**config.mk**
```make
export PLATFORM = sky130hd
export DESIGN_NAME = fp_dispatcher
export DESIGN_NICKNAME = d
export VERILOG_FILES = /design/src/rtl/fp_pkg.sv /design/src/rtl/fp_served_counters.sv /design/src/rtl/fp_dispatcher.sv
export SDC_FILE = /design/constraint.sdc
export NUM_CORES = 1
export LEC_CHECK = 0
export BUFFER_PORTS_ARGS = -buffer_cell sky130_fd_sc_hd__buf_2
export CAP_MARGIN = 10
export CORE_AREA = 10 10 125 127
export CTS_BUF_LIST = sky130_fd_sc_hd__clkbuf_4
export DETAILED_ROUTE_END_ITERATION = 8
export DIE_AREA = 0 0 135 137
export PLACE_DENSITY_LB_ADDON = 0.3
export SLEW_MARGIN = 0
export SYNTH_ARGS = -nofsm -noshare
export SYNTH_HDL_FRONTEND = slang
export SYNTH_SLANG_ARGS = --single-unit
```
**constraint.sdc**
```tcl
create_clock -name clock -period 4.05 [get_ports clock]
set_input_delay 0 -clock clock [delete_from_list [all_inputs] [get_ports clock]]
set_output_delay 0 -clock clock [all_outputs]
set_load 0.005 [all_outputs]
```
**src/rtl/fp_pkg.sv**
```systemverilog
// fp_pkg: types and helpers shared by the fixed-priority queue selector and
// its downstream dispatcher.
package fp_pkg;

    // Dispatcher FSM: wait for a grant, fetch one word, present it downstream.
    typedef enum logic [1:0] {
        IDLE = 2'd0,
        LOAD = 2'd1,
        SEND = 2'd2
    } fp_dispatch_state_t;

    // Index width for n items, never narrower than one bit.
    function automatic int fp_id_width(input int n);
        return (n > 1) ? $clog2(n) : 1;
    endfunction

endpackage

```
**src/rtl/fp_served_counters.sv**
```systemverilog
// fp_served_counters: one wrapping packet counter per queue, bumped by a
// single increment strobe addressed by queue index.
module fp_served_counters
    import fp_pkg::*;
#(
    parameter int NUMBER_OF_QUEUES = 4,
    parameter int COUNTER_WIDTH    = 16,
    localparam int ID_W            = fp_id_width(NUMBER_OF_QUEUES)
) (
    input  logic                                      clock,
    input  logic                                      reset,
    input  logic                                      inc,
    input  logic [ID_W-1:0]                           inc_id,
    output logic [NUMBER_OF_QUEUES*COUNTER_WIDTH-1:0] count
);

    logic [COUNTER_WIDTH-1:0] cnt_r [NUMBER_OF_QUEUES];

    // Counter bank: only the addressed counter moves, wrapping naturally.
    always_ff @(posedge clock) begin
        for (int q = 0; q < NUMBER_OF_QUEUES; q++) begin
            if (reset) begin
                cnt_r[q] <= '0;
            end else if (inc && (inc_id == ID_W'(q))) begin
                cnt_r[q] <= cnt_r[q] + COUNTER_WIDTH'(1);
            end else begin
                cnt_r[q] <= cnt_r[q];
            end
        end
    end

    for (genvar q = 0; q < NUMBER_OF_QUEUES; q++) begin : g_flatten
        assign count[q*COUNTER_WIDTH +: COUNTER_WIDTH] = cnt_r[q];
    end

endmodule

```
**src/rtl/fp_dispatcher.sv**
```systemverilog
// fp_dispatcher: locks onto the queue chosen by the fixed-priority selector and
// drains one PACKET_BEATS-word packet from its FWFT FIFO onto a valid/ready
// master port, one word at a time. Arbitration happens only between packets.
// Optional per-queue served-packet counters: define FP_DISPATCHER_STATS_EN.
module fp_dispatcher
    import fp_pkg::*;
#(
    parameter int NUMBER_OF_QUEUES = 4,
    parameter int DATA_WIDTH       = 64,
    parameter int PACKET_BEATS     = 4,
    parameter int COUNTER_WIDTH    = 16,
    localparam int ID_W            = fp_id_width(NUMBER_OF_QUEUES)
) (
    input  logic                                   clock,
    input  logic                                   reset,
    input  logic                                   valid,
    input  logic [ID_W-1:0]                        selection,
    input  logic [NUMBER_OF_QUEUES-1:0]            empty,
    input  logic [NUMBER_OF_QUEUES*DATA_WIDTH-1:0] queue_data,
    output logic [NUMBER_OF_QUEUES-1:0]            pop,
    output logic                                   m_valid,
    input  logic                                   m_ready,
    output logic [DATA_WIDTH-1:0]                  m_data,
    output logic [ID_W-1:0]                        m_queue_id,
    output logic                                   m_last,
    output logic                                   busy
`ifdef FP_DISPATCHER_STATS_EN
    ,
    output logic [NUMBER_OF_QUEUES*COUNTER_WIDTH-1:0] served_count
`endif
);

    localparam int BEAT_W = fp_id_width(PACKET_BEATS);
    localparam logic [BEAT_W-1:0] LAST_BEAT = BEAT_W'(PACKET_BEATS - 1);

    if ((PACKET_BEATS < 1) || (NUMBER_OF_QUEUES < 1) || (COUNTER_WIDTH < 1)) begin : g_bad_params
        $error("fp_dispatcher: PACKET_BEATS, NUMBER_OF_QUEUES and COUNTER_WIDTH must be >= 1");
    end

    fp_dispatch_state_t     state_r, state_next_s;
    logic [ID_W-1:0]        grant_id_r, grant_id_next_s;
    logic [BEAT_W-1:0]      beat_cnt_r, beat_cnt_next_s;
    logic                   m_valid_r, m_valid_next_s;
    logic                   m_last_r, m_last_next_s;
    logic [DATA_WIDTH-1:0]  m_data_r, m_data_next_s;
    logic [NUMBER_OF_QUEUES-1:0] pop_s;
    logic                   sel_in_range_s;
    logic                   req_ok_s;
    logic [DATA_WIDTH-1:0]  queue_word_s [NUMBER_OF_QUEUES];

    for (genvar q = 0; q < NUMBER_OF_QUEUES; q++) begin : g_unpack
        assign queue_word_s[q] = queue_data[q*DATA_WIDTH +: DATA_WIDTH];
    end

    // A selection id can only be out of range when the queue count is not a power of two.
    if (NUMBER_OF_QUEUES == (1 << ID_W)) begin : g_full_range
        assign sel_in_range_s = 1'b1;
    end else begin : g_partial_range
        assign sel_in_range_s = (selection < ID_W'(NUMBER_OF_QUEUES));
    end

    assign req_ok_s = valid && sel_in_range_s && !empty[selection];

    // FSM state register.
    always_ff @(posedge clock) begin
        if (reset) begin
            state_r <= IDLE;
        end else begin
            state_r <= state_next_s;
        end
    end

    // Next-state, pop strobe and next values of the packet/output registers.
    always_comb begin
        state_next_s    = state_r;
        grant_id_next_s = grant_id_r;
        beat_cnt_next_s = beat_cnt_r;
        m_valid_next_s  = m_valid_r;
        m_last_next_s   = m_last_r;
        m_data_next_s   = m_data_r;
        pop_s           = '0;
        case (state_r)
            IDLE: begin
                if (req_ok_s) begin
                    state_next_s    = LOAD;
                    grant_id_next_s = selection;
                    beat_cnt_next_s = '0;
                end else begin
                    state_next_s = IDLE;
                end
            end
            LOAD: begin
                // Never switch queues mid-packet: a dry queue just stalls here.
                if (!empty[grant_id_r]) begin
                    pop_s[grant_id_r] = 1'b1;
                    m_data_next_s     = queue_word_s[grant_id_r];
                    m_valid_next_s    = 1'b1;
                    m_last_next_s     = (beat_cnt_r == LAST_BEAT);
                    state_next_s      = SEND;
                end else begin
                    state_next_s = LOAD;
                end
            end
            SEND: begin
                if (m_ready) begin
                    m_valid_next_s = 1'b0;
                    if (m_last_r) begin
                        state_next_s = IDLE;
                    end else begin
                        beat_cnt_next_s = beat_cnt_r + BEAT_W'(1);
                        state_next_s    = LOAD;
                    end
                end else begin
                    state_next_s = SEND;
                end
            end
            default: begin
                state_next_s   = IDLE;
                m_valid_next_s = 1'b0;
            end
        endcase
    end

    // Grant, beat counter and master-port registers.
    always_ff @(posedge clock) begin
        if (reset) begin
            grant_id_r <= '0;
            beat_cnt_r <= '0;
            m_valid_r  <= 1'b0;
            m_last_r   <= 1'b0;
            m_data_r   <= '0;
        end else begin
            grant_id_r <= grant_id_next_s;
            beat_cnt_r <= beat_cnt_next_s;
            m_valid_r  <= m_valid_next_s;
            m_last_r   <= m_last_next_s;
            m_data_r   <= m_data_next_s;
        end
    end

    assign pop        = pop_s;
    assign m_valid    = m_valid_r;
    assign m_last     = m_last_r;
    assign m_data     = m_data_r;
    assign m_queue_id = grant_id_r;
    assign busy       = (state_r != IDLE);

`ifdef FP_DISPATCHER_STATS_EN
    logic pkt_done_s;

    // A packet completes when its last beat is accepted.
    assign pkt_done_s = (state_r == SEND) && m_ready && m_last_r;

    fp_served_counters #(
        .NUMBER_OF_QUEUES (NUMBER_OF_QUEUES),
        .COUNTER_WIDTH    (COUNTER_WIDTH)
    ) u_served_counters (
        .clock  (clock),
        .reset  (reset),
        .inc    (pkt_done_s),
        .inc_id (grant_id_r),
        .count  (served_count)
    );
`endif

endmodule

```
==> impl_metrics.yaml, run 1 <==
layout:
  layout_common_cells: "buf_2, a21oi_1, dfxtp_1, o21ai_0, mux4_2"
  design_area_um2: 6570
  syn_to_final_growth_pct: 41.6
  drive_gt1_frac: 0.595
  final_common_cell: "buf_2"
  finalNetCount: 995
yosys:
  syn_area_per_cell_um2: 11.0
  syn-cell-area_um2: 4640
  netlist_instances: 423
  synth-xor-area-share: 0
  synth_mux_area_frac: 0.325
  synthAdderAreaFrac: 0.00270
  synth-simple-area-share: 0.150
  synth-seq-cells: 72
  seq_area_frac_synth: 0.311
  syn_nets: 690
  synth_cell_types: 31
  synth_compound_area_frac: 0.157
  yosys_warnings: 0
  synth_top_family_by_area: "multiplexers"
place:
  io_buffers: 338
  finalWeightedCongestion: 0.872
  dp_slack_ps: 1480
  place_hpwl_mm: 13.9
  placed_area_um2: 6350
clock_network:
  numCtsBuffers: 9
  clk_pin_slew_ps: 130
  cts_buffer_depth: 2
  ctsResizeCount: 0
  cts_tree: "built"
  h-tree-depth: 3
  clkSinkCount: 72
  cts_root_buf: "clkbuf_4"
  insertion_delay_ps: 430
timing:
  tightestPinTransition_ps: 1080
  slew_viol_final: 0
  fin_ws_ps: 1190
  fin_crit_sh: 0.706
  timing.fmax_mhz: 350
  finalSetupTns_ps: 0
  finalHoldViolations: 0
  finClkSkew_ps: 18.2
  rsz0062_at_grt: "false"
  slew_headroom: 0.281
  period_minus_slack_ps: 2860
  setup_viol: 0
pwr:
  p_total_mw: 1.76
  leakage_nw: 2.82
  power.density_nw_per_um2: 269
  ir_drop_v: 0.000121
setup_path:
  end_kind: "output port"
  cp.arrival_ps: 2860
  crit_path_top_delay_cell: "mux4_4"
  max_stage_delay_ps: 1110
  crit_fanout: 132
  crit_type: "register to output port"
  crit_chain: "mux4_4, or2_2, nor3b_1, buf_2"
  required_ps: 4050
  startpoint_type: "register"
min_path:
  hp-class: "input port to register"
outcome:
  status: "finished, final reports clean"
drt:
  dr.pass1.iters: 4
  drc: 0
  drtIter0Drc: 283
  totalWireLength_mm: 17.8
  wl_per_cell_um: 19.6
  ant_nets: 0
  dr_total_vias: 4835
  vias_per_cell: 5.31
die:
  die_w_um: 135
  dieArea_um2: 18500
  io_pins: 339
  die_h_um: 137
  core-area_um2: 13100
  num_rows: 42
  start_util: 0.355
global_routing:
  antenna_found_initial: 2
  grt-ovfl-total: 0
  grt_max_degree: 134
  grt_pass1_wl_mm: 26.9
  grt_pass1_vias: 5175
  grt_usage: 0.180
run:
  cap_violations: 0
[flip-flops by register name, indices dropped and copies added (netlist names)]
register / cells
state_r: 2
beat_cnt_r: 2
m_data: 64
m_last: 1
m_valid: 1
m_queue_id: 2
[report_power, final]
part | internal [mW] | switching (mW) | leakage [nW] | total [mW]
sequential | 0.738 | 0.0168 | 0.584 | 0.755
combinational | 0.266 | 0.205 | 2.14 | 0.471
clock | 0.251 | 0.288 | 0.0899 | 0.539
total | 1.26 | 0.510 | 2.82 | 1.76
[area by class of cell]
| cell class | instances | area [µm²] |
|---|---|---|
| Antenna cell | 2 | 5.00 |
| Timing Repair Buffer | 347 | 1770 |
| Tap cell | 176 | 220 |
| Inverter | 3 | 11.3 |
| Clock inverter | 7 | 96.3 |
| Clock buffer | 9 | 67.6 |
| Multi-Input combinational cell | 295 | 2950 |
| Fill cell | 1220 | 6510 |
| Sequential cell | 72 | 1450 |
[metrics by stage]
| stage | hold WS, ps | std cells | util |
|---|---|---|---|
| after floorplan | 32.7 | 423 | - |
| after global placement | 291 | 888 | 0.485 |
| after detailed placement | 300 | 888 | 0.485 |
| after CTS | 80.1 | 909 | 0.502 |
| after global routing | 119 | 911 | 0.502 |
| final | 131 | 911 | 0.502 |
[synth_stat cells (all sizes together)]
library cell,count,area share
dfxtp,72,0.31
a21oi,71,0.077
o21ai,68,0.073
mux4,66,0.32
or3b,66,0.12
clkbuf,38,0.031
buf,15,0.022
inv,3,0.0024
or2,3,0.0040
nand2,2,0.0016
o211ai,2,0.0032
or3,2,0.0027
a221oi,1,0.0019
ha,1,0.0027
mux2,1,0.0024
mux2i,1,0.0022
nand2b,1,0.0013
nand4,1,0.0013
nand4bb,1,0.0024
nor2b,1,0.0013
nor3,1,0.0011
nor3b,1,0.0016
nor4b,1,0.0019
nor4bb,1,0.0022
o21a,1,0.0016
or4,1,0.0016
or4b,1,0.0022
[layer usage]
| layer | up-vias | global-route usage | routed length [µm] |
|---|---|---|---|
| met5 | - | 0 | 0 |
| met4 | 0 | 0.0610 | 289 |
| met3 | 20 | 0.0674 | 1780 |
| met2 | 221 | 0.334 | 9460 |
| met1 | 2312 | 0.182 | 6300 |
| li1 | 2282 | - | - |
[logic make-up after synthesis]
logic type	after synthesis
AOI/OAI and AO/OA	143
adders and majority gates	1
buffers and inverters	56
DFF	72
muxes	68
and+or+nand+nor	83
[final timing paths]
kind                                                  from                          to  slack [ps]  cells past startpoint
worst max-delay path            m_queue_id[0]$_SDFFE_PP0P_                      pop[1]        1190                      4
worst min-delay path                          selection[1]  m_queue_id[0]$_SDFFE_PP0P_         130                      4
worst max register to register  m_queue_id[0]$_SDFFE_PP0P_     m_data[21]$_SDFFE_PP0P_        1550                      5
worst min register to register        m_valid$_SDFFE_PP0P_        m_valid$_SDFFE_PP0P_         470                      2
[repair_timing]
item	in CTS	in global routing
hold buffers	5	0
setup buffers	0	0
setup endpoints to repair	0	0
endpoints found under the hold margin	4	0
[worst max-delay path: cells and delay by family (launching register included)]
family | cells | cell delay [ps]
DFF | 1 | 380
muxes | 1 | 1110
and+or+nand+nor | 2 | 730
buffers and inverters | 1 | 180
Note: power is estimated with default switching activity, not from simulation.
==> run 2: changes to the inputs <==
--- a/config.mk
+++ b/config.mk
@@ -7,10 +7,10 @@
 export LEC_CHECK = 0
 export BUFFER_PORTS_ARGS = -buffer_cell sky130_fd_sc_hd__buf_2
 export CAP_MARGIN = 10
-export CORE_AREA = 10 10 125 127
+export CORE_MARGIN = 10
+export CORE_UTILIZATION = 38
 export CTS_BUF_LIST = sky130_fd_sc_hd__clkbuf_4
 export DETAILED_ROUTE_END_ITERATION = 8
-export DIE_AREA = 0 0 135 137
 export PLACE_DENSITY_LB_ADDON = 0.3
 export SLEW_MARGIN = 0
 export SYNTH_ARGS = -nofsm -noshare
==> constraint.sdc (replaced) <==
create_clock -name clock -period 2.34 [get_ports clock]
set_input_delay 0 -clock clock [delete_from_list [all_inputs] [get_ports clock]]
set_output_delay 0 -clock clock [all_outputs]
set_load 0.005 [all_outputs]
==> run 2 against run 1 <==
Against the previous run: critical path depth unchanged; die area decreased by 7.9%; via count decreased by 0.72%; setup slack got worse by 1000 ps; first-iteration DRC count decreased by 31%; sequential share of layout area decreased by 0.12 points; clock power increased by 23%; non-clock buffer count increased by 5; largest cell class unchanged; highest routed layer unchanged; power increased by 61%; global-route usage increased by 1.4 points; sequential cell count unchanged; combinational power increased by 84%.
==> impl_metrics.yaml, run 2 (synthesized netlist as in run 1, its figures left out) <==
outcome:
  status: "finished, final reports clean"
timing:
  slew_headroom: 0.536
  period_minus_slack_ps: 2160
  timing.fmax_mhz: 462
  hold_slack_ps: 129
  finClkSkew_ps: 10.5
  slew_viol_final: 0
  fin_crit_sh: 0.925
  setup_viol: 0
  rsz0062_at_grt: "false"
  fin_ws_ps: 175
  tightestPinTransition_ps: 697
  finalHoldViolations: 0
  finalSetupTns_ps: 0
setup_path:
  startpoint_type: "register"
  r2r-start: "state_r[0]$_SDFF_PP0_"
  cp.arrival_ps: 2160
  crit_fanout: 4
  crit_type: "register to output port"
  crit_start: "m_queue_id[0]$_SDFFE_PP0P_"
  required_ps: 2340
  rr_worst_depth: 5
  end_kind: "output port"
min_path:
  whs_path_depth: 4
  min-delay-start: "selection[1]"
  hp-class: "input port to register"
drt:
  drc: 0
  drtIter0Drc: 196
  dr_total_vias: 4800
  vias_per_cell: 5.41
  wl_per_cell_um: 19.8
  totalWireLength_mm: 17.6
  ant_nets: 0
  dr.pass1.iters: 6
layout:
  finalNetCount: 1002
  syn_to_final_growth_pct: 42.3
  final_common_cell: "buf_2"
  multi_input_area_um2: 2980
  layout_common_cells: "buf_2, a21oi_1, dfxtp_1, o21ai_0, mux4_2"
  design_area_um2: 6610
  instances_no_fill: 888
  fillers: 1079
  regArea_um2: 1450
  largest_reg_flops: 64
  drive_gt1_frac: 0.595
  fin_util: 0.550
run:
  cap_violations: 0
die:
  core-area_um2: 12000
  die_w_um: 131
  io_pins: 339
  dieArea_um2: 17000
  num_rows: 40
  start_util: 0.386
  die_h_um: 131
place:
  place_hpwl_mm: 13.7
  dp_slack_ps: 251
  placed_area_um2: 6410
  dp.cells: 863
  finalWeightedCongestion: 0.788
  io_buffers: 338
pwr:
  p_total_mw: 2.84
  ir_drop_v: 0.000238
  leakage_nw: 2.84
  power.density_nw_per_um2: 430
clock_network:
  insertion_delay_ps: 420
  numCtsBuffers: 9
  clkSinkCount: 72
  cts_root_buf: "clkbuf_4"
  h-tree-depth: 3
  cts_buffer_depth: 2
  clk_pin_slew_ps: 110
  ctsResizeCount: 0
  cts_tree: "built"
global_routing:
  grt_pass1_vias: 5141
  antenna_found_initial: 1
  grt_pass1_wl_mm: 26.2
  grt_max_degree: 71
  grt-ovfl-total: 0
  grt_usage: 0.194
## run 2: critical path: stages (launching register included)
cell	delay (ps)
dfxtp_4	400
mux4_4	640
or2_2	360
nor3b_1	200
buf_2	140
## run 2: layout make-up
type | count | share of cell area
diodes | 1 | 0.000379
clock buffers | 11 | 0.0125
clock inverters | 5 | 0.00360
inverters | 3 | 0.00170
multi-input cells | 297 | 0.452
flip-flops and latches | 72 | 0.219
well taps | 147 | 0.0278
repair buffers | 352 | 0.283
## run 2: repair_timing
item                       4_1_cts  5_1_grt
hold endpoints to repair         4        0
gates cloned                     1        1
setup endpoints to repair        2        1
hold buffers                     5        0
buffers inserted                 1        0
## run 2: where the power goes
| part | switching [mW] | internal, mW | leakage [nW] |
|---|---|---|---|
| combinational | 0.373 | 0.492 | 2.19 |
| clock | 0.435 | 0.231 | 0.0594 |
| sequential | 0.0315 | 1.28 | 0.584 |
| total | 0.839 | 2.00 | 2.84 |
## run 2: final timing paths
check	end	slack [ps]
setup reg to reg	m_queue_id[1]$_SDFFE_PP0P_	250
setup / recovery	pop[1]	180
hold / removal	m_queue_id[0]$_SDFFE_PP0P_	130
hold reg to reg	m_data[26]$_SDFFE_PP0P_	480
## run 2: layer usage
metal	global-route usage	up-vias	share of wire
met2	0.355	198	0.54
li1	-	2309	-
met1	0.202	2282	0.36
met3	0.0737	11	0.092
met5	0	-	0
met4	0.0556	0	0.010
